===== config.mk =====
export PLATFORM = sky130hd
export DESIGN_NAME = bcd_display_scan_flat
export DESIGN_NICKNAME = d
export VERILOG_FILES = /design/src/rtl/bcd_display_scan_pkg.sv /design/src/rtl/bcd_display_scan_if.sv /design/src/rtl/bcd_display_scan_seg7.sv /design/src/rtl/bcd_display_scan.sv /design/src/flat_wrapper.sv
export SDC_FILE = /design/constraint.sdc
export NUM_CORES = 1
export LEC_CHECK = 0
export ABC_AREA = 1
export CORE_UTILIZATION = 41
export CTS_CLUSTER_SIZE = 8
export DETAILED_ROUTE_END_ITERATION = 8
export PLACE_DENSITY = 0.69
export SETUP_SLACK_MARGIN = 0.05
export SLEW_MARGIN = 20
export SYNTH_ARGS = -nofsm -noshare
export SYNTH_HDL_FRONTEND = slang
export SYNTH_SLANG_ARGS = --single-unit

===== constraint.sdc =====
create_clock -name clk -period 1.9 [get_ports clk]
set_input_delay 0.19 -clock clk [delete_from_list [all_inputs] [get_ports clk]]
set_output_delay 0.19 -clock clk [all_outputs]
set_load 0.01 [all_outputs]

===== src/rtl/bcd_display_scan_pkg.sv =====
// Shared types and seven-segment glyph constants for the BCD display scanner.
// Segment bit order is {g,f,e,d,c,b,a}, active-high.
package bcd_display_scan_pkg;

    typedef logic [6:0] seg7_t;
    typedef logic [3:0] bcd_digit_t;

    localparam seg7_t SEG7_DIGIT [0:9] = '{
        7'h3F, 7'h06, 7'h5B, 7'h4F, 7'h66,
        7'h6D, 7'h7D, 7'h07, 7'h7F, 7'h6F
    };
    localparam seg7_t SEG7_DASH  = 7'h40;
    localparam seg7_t SEG7_BLANK = 7'h00;

endpackage


===== src/rtl/bcd_display_scan_if.sv =====
// Valid/ready handshake carrying a packed BCD word into the display scanner.
interface bcd_display_scan_if #(
    parameter int DIGITS = 5
) ();

    logic [DIGITS*4-1:0] bcd_in;
    logic                bcd_valid;
    logic                bcd_ready;

    modport master (output bcd_in, output bcd_valid, input bcd_ready);
    modport slave  (input bcd_in, input bcd_valid, output bcd_ready);

endinterface


===== src/rtl/bcd_display_scan_seg7.sv =====
// Combinational BCD nibble to seven-segment decoder; non-decimal nibbles show a dash.
module bcd_display_scan_seg7
    import bcd_display_scan_pkg::*;
(
    input  bcd_digit_t nibble,
    output seg7_t      glyph,
    output logic       invalid
);

    always_comb begin
        invalid = (nibble > 4'd9);
        glyph   = SEG7_DASH;
        for (int i = 0; i < 10; i++) begin
            if (nibble == bcd_digit_t'(i)) glyph = SEG7_DIGIT[i];
        end
    end

endmodule


===== src/rtl/bcd_display_scan.sv =====
// Time-multiplexed seven-segment driver with a double-buffered BCD word swapped only at frame
// boundaries, leading-zero blanking and a sticky flag for non-decimal nibbles.
module bcd_display_scan
    import bcd_display_scan_pkg::*;
#(
    parameter int DIGITS         = 5,
    parameter int REFRESH_DIV    = 1000,
    parameter bit BLANK_LZ       = 1'b1,
    parameter bit SEG_ACTIVE_LOW = 1'b1,
    parameter bit AN_ACTIVE_LOW  = 1'b1
) (
    input  logic                clk,
    input  logic                rst_n,
    bcd_display_scan_if.slave   bus,
    output logic [6:0]          seg,
    output logic [DIGITS-1:0]   an,
    output logic                frame_tick,
    output logic                err_sticky
);

    localparam int IDX_W = (DIGITS > 1) ? $clog2(DIGITS) : 1;
    localparam int PRE_W = $clog2(REFRESH_DIV);

    localparam logic [PRE_W-1:0]  PRE_LAST = PRE_W'(REFRESH_DIV - 1);
    localparam logic [IDX_W-1:0]  IDX_LAST = IDX_W'(DIGITS - 1);
    localparam logic [6:0]        SEG_OFF  = {7{SEG_ACTIVE_LOW}};
    localparam logic [DIGITS-1:0] AN_OFF   = {DIGITS{AN_ACTIVE_LOW}};

    logic [PRE_W-1:0]    presc_q;
    logic [IDX_W-1:0]    dig_idx_q;
    logic [DIGITS*4-1:0] active_q;
    logic [DIGITS*4-1:0] pending_q;
    logic                pending_full_q;
    logic [6:0]          seg_q;
    logic [DIGITS-1:0]   an_q;
    logic                frame_tick_q;
    logic                err_q;

    logic                tc;
    logic                boundary;
    logic [DIGITS*4-1:0] upper;
    bcd_digit_t          cur_nibble;
    logic                blank;
    seg7_t               glyph;
    logic                invalid;
    seg7_t               seg_next;
    logic [DIGITS-1:0]   an_onehot;

    assign tc       = (presc_q == PRE_LAST);
    assign boundary = tc && (dig_idx_q == IDX_LAST);

    // Shifting the current digit down to bit 0 gives both the nibble and the
    // "this digit and everything above it is zero" test for blanking.
    assign upper      = active_q >> {dig_idx_q, 2'b00};
    assign cur_nibble = bcd_digit_t'(upper);
    assign blank      = BLANK_LZ && (dig_idx_q != '0) && (upper == '0);
    assign seg_next   = blank ? SEG7_BLANK : glyph;
    assign an_onehot  = DIGITS'(1) << dig_idx_q;

    bcd_display_scan_seg7 u_seg7 (
        .nibble  (cur_nibble),
        .glyph   (glyph),
        .invalid (invalid)
    );

    always_ff @(posedge clk) begin
        if (!rst_n) begin
            presc_q        <= '0;
            dig_idx_q      <= '0;
            active_q       <= '0;
            pending_q      <= '0;
            pending_full_q <= 1'b0;
            seg_q          <= SEG_OFF;
            an_q           <= AN_OFF;
            frame_tick_q   <= 1'b0;
            err_q          <= 1'b0;
        end else begin
            presc_q <= tc ? '0 : presc_q + 1'b1;
            if (tc) dig_idx_q <= (dig_idx_q == IDX_LAST) ? '0 : dig_idx_q + 1'b1;
            frame_tick_q <= boundary;

            // Swap needs a full buffer, accept needs an empty one, so they never collide.
            if (boundary && pending_full_q) begin
                active_q       <= pending_q;
                pending_full_q <= 1'b0;
            end else if (bus.bcd_valid && !pending_full_q) begin
                pending_q      <= bus.bcd_in;
                pending_full_q <= 1'b1;
            end

            seg_q <= seg_next ^ SEG_OFF;
            an_q  <= an_onehot ^ AN_OFF;
            if (invalid) err_q <= 1'b1;
        end
    end

    assign bus.bcd_ready = ~pending_full_q;
    assign seg           = seg_q;
    assign an            = an_q;
    assign frame_tick    = frame_tick_q;
    assign err_sticky    = err_q;

endmodule


===== src/flat_wrapper.sv =====
// flat-port wrapper written by rule: the top's interface ports become plain ports
module bcd_display_scan_flat import bcd_display_scan_pkg::*;
#(
    parameter int DIGITS         = 5,
    parameter int REFRESH_DIV    = 1000,
    parameter bit BLANK_LZ       = 1'b1,
    parameter bit SEG_ACTIVE_LOW = 1'b1,
    parameter bit AN_ACTIVE_LOW  = 1'b1
)
  (clk, rst_n, seg, an, frame_tick, err_sticky, bus_bcd_in, bus_bcd_valid, bus_bcd_ready);
  bcd_display_scan_if #(.DIGITS(DIGITS)) bus_i ();
  input  logic clk;
  input  logic rst_n;
  output logic [6:0] seg;
  output logic [DIGITS-1:0] an;
  output logic frame_tick;
  output logic err_sticky;
  input wire logic [$bits(bus_i.bcd_in)-1:0] bus_bcd_in;
  input wire logic [$bits(bus_i.bcd_valid)-1:0] bus_bcd_valid;
  output wire logic [$bits(bus_i.bcd_ready)-1:0] bus_bcd_ready;
  assign bus_i.bcd_in = bus_bcd_in;
  assign bus_i.bcd_valid = bus_bcd_valid;
  assign bus_bcd_ready = bus_i.bcd_ready;
  bcd_display_scan #(.DIGITS(DIGITS), .REFRESH_DIV(REFRESH_DIV), .BLANK_LZ(BLANK_LZ), .SEG_ACTIVE_LOW(SEG_ACTIVE_LOW), .AN_ACTIVE_LOW(AN_ACTIVE_LOW)) u_core (.clk(clk), .rst_n(rst_n), .bus(bus_i), .seg(seg), .an(an), .frame_tick(frame_tick), .err_sticky(err_sticky));
endmodule

After elaboration in Yosys (flattened, before gate mapping). Cells that the tools add are included.

Input bits: 23. Register bits after elaboration: 68.

Equal/unequal tests: 11. $add $sub $neg: 2. Bitwise operators: 5. Mux-type cells: 12. Shift operators: 2. Reductions and logical operators: 11. Order comparisons: 1.

Operators with widths (count): $mux W7 (11); $logic_not A20 Y1 (1); $shr A20 B5 Y20 (1); $eq A4 B3 Y1 const B (4); $add A10 B1 Y10 const B (1); $eq A10 B10 Y1 const B (1); $eq A4 B2 Y1 const B (2); $eq A4 B4 Y1 const B (2); $not A7 Y7 (1); $not A5 Y5 (1); $shl A1 B3 Y5 const A (1); $eq A4 B1 Y1 const B (1); $gt A4 B4 Y1 const B (1); $logic_and A1 B1 Y1 (4); $logic_not A4 Y1 (1); $reduce_or A2 Y1 (2); $add A3 B1 Y3 const B (1); $eq A3 B3 Y1 const B (1); $mux W3 (1); $not A1 Y1 (3); $reduce_bool A3 Y1 (1); $reduce_and A2 Y1 (1); $logic_not A1 Y1 (1).

Depth between registers and ports, before layout.
Depth after elaboration: 14. Gate-level depth with buffers: 13.

Hierarchy. A second synthesis with hierarchy kept.

Cell total of the unflattened synthesis: 448. Area, all modules: 3096.7 um^2.

Modules (own cells, without submodules): bcd_display_scan (instances 1, area an instance 2960.3 um^2, cells an instance 418); bcd_display_scan_seg7 (instances 1, area an instance 136.4 um^2, cells an instance 30).

Worst setup path after synthesis. No wires, ideal clock.

Kind: flip-flop to flip-flop. From: reg u_core.dig_idx_q[1]. To: reg u_core.seg_q[0] (netlist: u_core.seg[0]). Stages on the path, launching flop included: 11. Path slack: 409 ps. Arrival time: 1433 ps. Buffers on the path: 1. Cell sequence: dfxtp_1 -> inv_2 -> buf_6 -> ha_1 -> nor3_1 -> nand3_1 -> nor2_1 -> nand2_1 -> nand2_1 -> nand2_4 -> nand2_1.

Longest elaborated chain between the ends: 14. Elaborated cells on any way between the ends: 26. Those cells by class: eq/ne: 9; shift: 1; mux: 11; bitwise: 1; reduce/logical: 4.

RTL lines: start: declaration (RTL line bcd_display_scan.sv:30) `logic [IDX_W-1:0] dig_idx_q;`; start signal: assignment (RTL line bcd_display_scan.sv:79) `if (tc) dig_idx_q <= (dig_idx_q == IDX_LAST) ? '0 : dig_idx_q + 1'b1;`; $shr A20 B5 Y20 (RTL line bcd_display_scan.sv:54) `assign upper = active_q >> {dig_idx_q, 2'b00};`; $logic_not A4 Y1 (RTL line bcd_display_scan_seg7.sv:14) `if (nibble == bcd_digit_t'(i)) glyph = SEG7_DIGIT[i];`; $mux W7 (10 in a row) (RTL line bcd_display_scan_seg7.sv:14); $mux W7 (*) (RTL line bcd_display_scan.sv:57) `assign seg_next = blank ? SEG7_BLANK : glyph;`; $not A7 Y7 (no source line) (*); end signal: assignment (RTL line bcd_display_scan.sv:91) `seg_q <= seg_next ^ SEG_OFF;`; end: declaration (RTL line bcd_display_scan.sv:34) `logic [6:0] seg_q;`.

Mark *: on every way between the ends. The rest lies on a longest branch, timed or not. A chain may end at the register's enable or synchronous reset.

Final worst setup path.
From: reg u_core.dig_idx_q[1]. To: reg u_core.seg_q[3] (netlist: u_core.seg[3]).

Same word-level chain as after synthesis.

==> flow_metrics.env <==
export IMPL_status="completed"
export IMPL_clk_pin_slew_ns=0.07
export IMPL_io_buffers=37
export IMPL_synth_area_um2=3040
export IMPL_cp_top_family="simple AND/OR/NAND/NOR gates"
export IMPL_power_density_nw_per_um2=751.7
export IMPL_min_path_type="in2reg"
export IMPL_fp_coreArea_um2=7214
export IMPL_path_cells="inv_2 -> ha_1 -> nor3_1 -> nand3_1 -> nor2_1 -> nand2_1 -> nand2_1 -> nand2_4 -> nand2_1"
export IMPL_fin_cells=546
export IMPL_worst_hold_path_endpoint="u_core.pending_q[8]"
export IMPL_fillers=749
export IMPL_routed_via_count=2534
export IMPL_ys_warn_count=0
export IMPL_rsz0062_at_grt="no"
export IMPL_cpMaxStageDelayCell="dfxtp_1"
export IMPL_setup_viol=0
export IMPL_crit_type="reg2reg"
export IMPL_max_cap_violations=0
export IMPL_r2r_end="u_core.seg[3]"
export IMPL_worstMarginPinSlew_ns=0.5743
export IMPL_start_kind="flop"
export IMPL_fin_crit_ns=1.650
export IMPL_maxSlewHeadroom=0.6167
export IMPL_drt_iter0_markers=184
export IMPL_syn_nets=436
export IMPL_setup_tns_ns=0
export IMPL_firstDrtPassIters=4
export IMPL_grt_max_degree=49
export IMPL_antenna_found_initial=0
export IMPL_drc=0
export IMPL_start_util=0.4214
export IMPL_grt_pass1_vias=2378
export IMPL_syn_inst=407
export IMPL_clockBufferDepth=2
export IMPL_crit_path_frequent_cell="nand2_1"
export IMPL_dp_hpwl_um=4176
export IMPL_async_reset_ff_frac=0
export IMPL_cts_tree="done"
export IMPL_fin_crit_sh=0.8683
export IMPL_min_delay_path_depth=3
export IMPL_postCtsSetupRepairBufs=0
export IMPL_grt_pass1_wl_um=10340
export IMPL_cts_made_buffers=9
export IMPL_area_delta_synth_final_pct=20.00
export IMPL_ys_ff_latch=68
export IMPL_drt_vias_per_instance=4.641
export IMPL_fin_nets=471
export IMPL_leakage_nw=1.609
export IMPL_cts_hold_buf=0
export IMPL_ant_nets=0
export IMPL_synth_area_per_cell_um2=7.470
export IMPL_finalHoldViolCount=0
export IMPL_place_inst=530
export IMPL_die_x_um=88.12
export IMPL_cts_root_buf="clkbuf_8"
export IMPL_peakVddDrop_uv=321.5
export IMPL_die_area_um2=7764
export IMPL_r2r_start="u_core.dig_idx_q[1]"
export IMPL_cpPeakStageDelay_ns=0.55
export IMPL_end_kind="flop"
export IMPL_slew_violations=0
export IMPL_fmax_mhz=606.1
export IMPL_synth_edf_count=0
export IMPL_yosysSeqAreaShare=0.4477
export IMPL_synth_distinct_cells=32
export IMPL_ctsResizeCount=0
export IMPL_cts_sinks=68
export IMPL_hp_start="bus_bcd_in[8]"
export IMPL_ys_flop_type="dfxtp_1"
export IMPL_critical_path_arrival_ns=1.93
export IMPL_worstPathRequired_ns=2.18
export IMPL_finalWeightedCongestion=0.8821
export IMPL_insertion_delay_ns=0.34
export IMPL_rows=31
export IMPL_reg2reg_slack_ns=0.25
export IMPL_diodes=0
export IMPL_wl_per_cell_um=10.54
export IMPL_cts_max_level=3
export IMPL_grt_overflow_total=0
export IMPL_dieHeight_um=88.12
export IMPL_path_buf_inv=1
export IMPL_grt_usage=0.1705
export IMPL_crit_fanout=9
export IMPL_drive_above_1_share=0.1230
export IMPL_pin_count=38
export IMPL_drt_wl_total_um=5755
export IMPL_rr_worst_depth=9
export IMPL_clock_skew_ns=0.004799
-- cell usage after synthesis, types with 4 or more instances --
| cell | number | area share |
|---|---|---|
| nand3_1 | 12 | 0.020 |
| nor2_1 | 108 | 0.13 |
| clkbuf_1 | 8 | 0.0099 |
| nand2_1 | 71 | 0.088 |
| o21ai_0 | 43 | 0.071 |
| nor3_1 | 5 | 0.0082 |
| o21ai_1 | 4 | 0.0066 |
| nand3_2 | 9 | 0.030 |
| nand2_4 | 5 | 0.019 |
| nand2_2 | 6 | 0.012 |
| inv_1 | 19 | 0.023 |
| ha_1 | 6 | 0.025 |
| a21oi_1 | 8 | 0.013 |
| dfxtp_1 | 68 | 0.45 |
| buf_6 | 7 | 0.026 |
-- layer usage --
metal / GRT usage / vias to the layer above / routed length [um]
li1: - / 1370 / -
met1: 0.2147 / 1116 / 2896
met2: 0.2805 / 40 / 2601
met3: 0.04524 / 8 / 166
met4: 0.06305 / 0 / 89
met5: 0 / - / 0
-- state kept, by name, summed over array words and instances, names as in the netlist --
register and count:
u_core.err_sticky 1, u_core.pending_full_q 1, u_core.dig_idx_q 3, u_core.frame_tick 1, u_core.active_q 20, u_core.presc_q 10, u_core.pending_q 20, u_core.an 5
u_core.seg 7
-- cells by family (layout without fill, tap and decap cells) --
group,Yosys count,in the layout,share of synthesized area
XOR/XNOR,2,2,0.005762
flip-flops,68,68,0.4477
adder cells (fa/ha/maj),6,6,0.02469
buffers and inverters,41,81,0.07037
AND/OR/NAND/NOR,230,230,0.3477
AO/OA/AOI/OAI,60,60,0.1037
-- power by group --
part	leakage [nW]	switching [mW]	internal, mW
combinational	0.965	0.0780	0.0876
sequential	0.556	0.0229	1.47
clock	0.0876	0.537	0.544
total	1.61	0.638	2.10
-- cells in the final DEF (no fill, tap or decap), types with 8 or more instances in the layout --
master	n
a21oi_1	8
clkbuf_8	11
clkdlybuf4s50_1	37
dfxtp_1	68
inv_1	19
nand2_1	71
nand3_1	12
nand3_2	9
nor2_1	108
o21ai_0	43
-- stage by stage --
stage / total power [mW] / hold slack [ns] / setup WS, ns / cell area [um^2] / utilization
detailed placement: 1.696 / 0.4369 / 0.2537 / 3461 / 0.4797
global placement: 1.692 / 0.4352 / 0.3130 / 3461 / 0.4797
floorplan: 1.608 / 0.3233 / 0.4088 / 3040 / -
finish: 2.743 / 0.4344 / 0.2501 / 3649 / 0.5057
CTS: 2.775 / 0.4247 / 0.2447 / 3649 / 0.5057
global route: 2.879 / 0.4253 / 0.07661 / 3649 / 0.5057
-- worst max-delay path by stage --
stage	slack, ns	start	to	depth (start not counted)
2_1_floorplan	0.41	u_core.dig_idx_q[1]	u_core.seg[0]	10
3_3_place_gp	0.31	u_core.dig_idx_q[1]	u_core.active_q[1]	7
3_5_place_dp	0.25	u_core.dig_idx_q[1]	u_core.active_q[1]	7
4_1_cts	0.24	u_core.dig_idx_q[1]	u_core.active_q[1]	7
5_1_grt	0.08	u_core.dig_idx_q[1]	u_core.seg[0]	9
6_report	0.25	u_core.dig_idx_q[1]	u_core.seg[3]	9
-- worst register-to-register path: cells and delay by family, from the launching register on --
family        cells  cell delay [ns]
fa+ha+maj         1             0.24
buf+inv           1             0.15
flops             1             0.55
simple gates      7             0.66
-- cell type report --
cell class                      instances  area [um^2]  share of cell area
Multi-Input combinational cell        298         1465              0.4016
Sequential cell                        68         1361              0.3731
Timing Repair Buffer                   43        427.9              0.1173
Clock buffer                           11        151.4             0.04150
Tap cell                               99        123.9             0.03395
Inverter                               22        82.58             0.02263
Clock inverter                          5        36.28            0.009945
No activity file was read; power rests on OpenSTA's default activity.
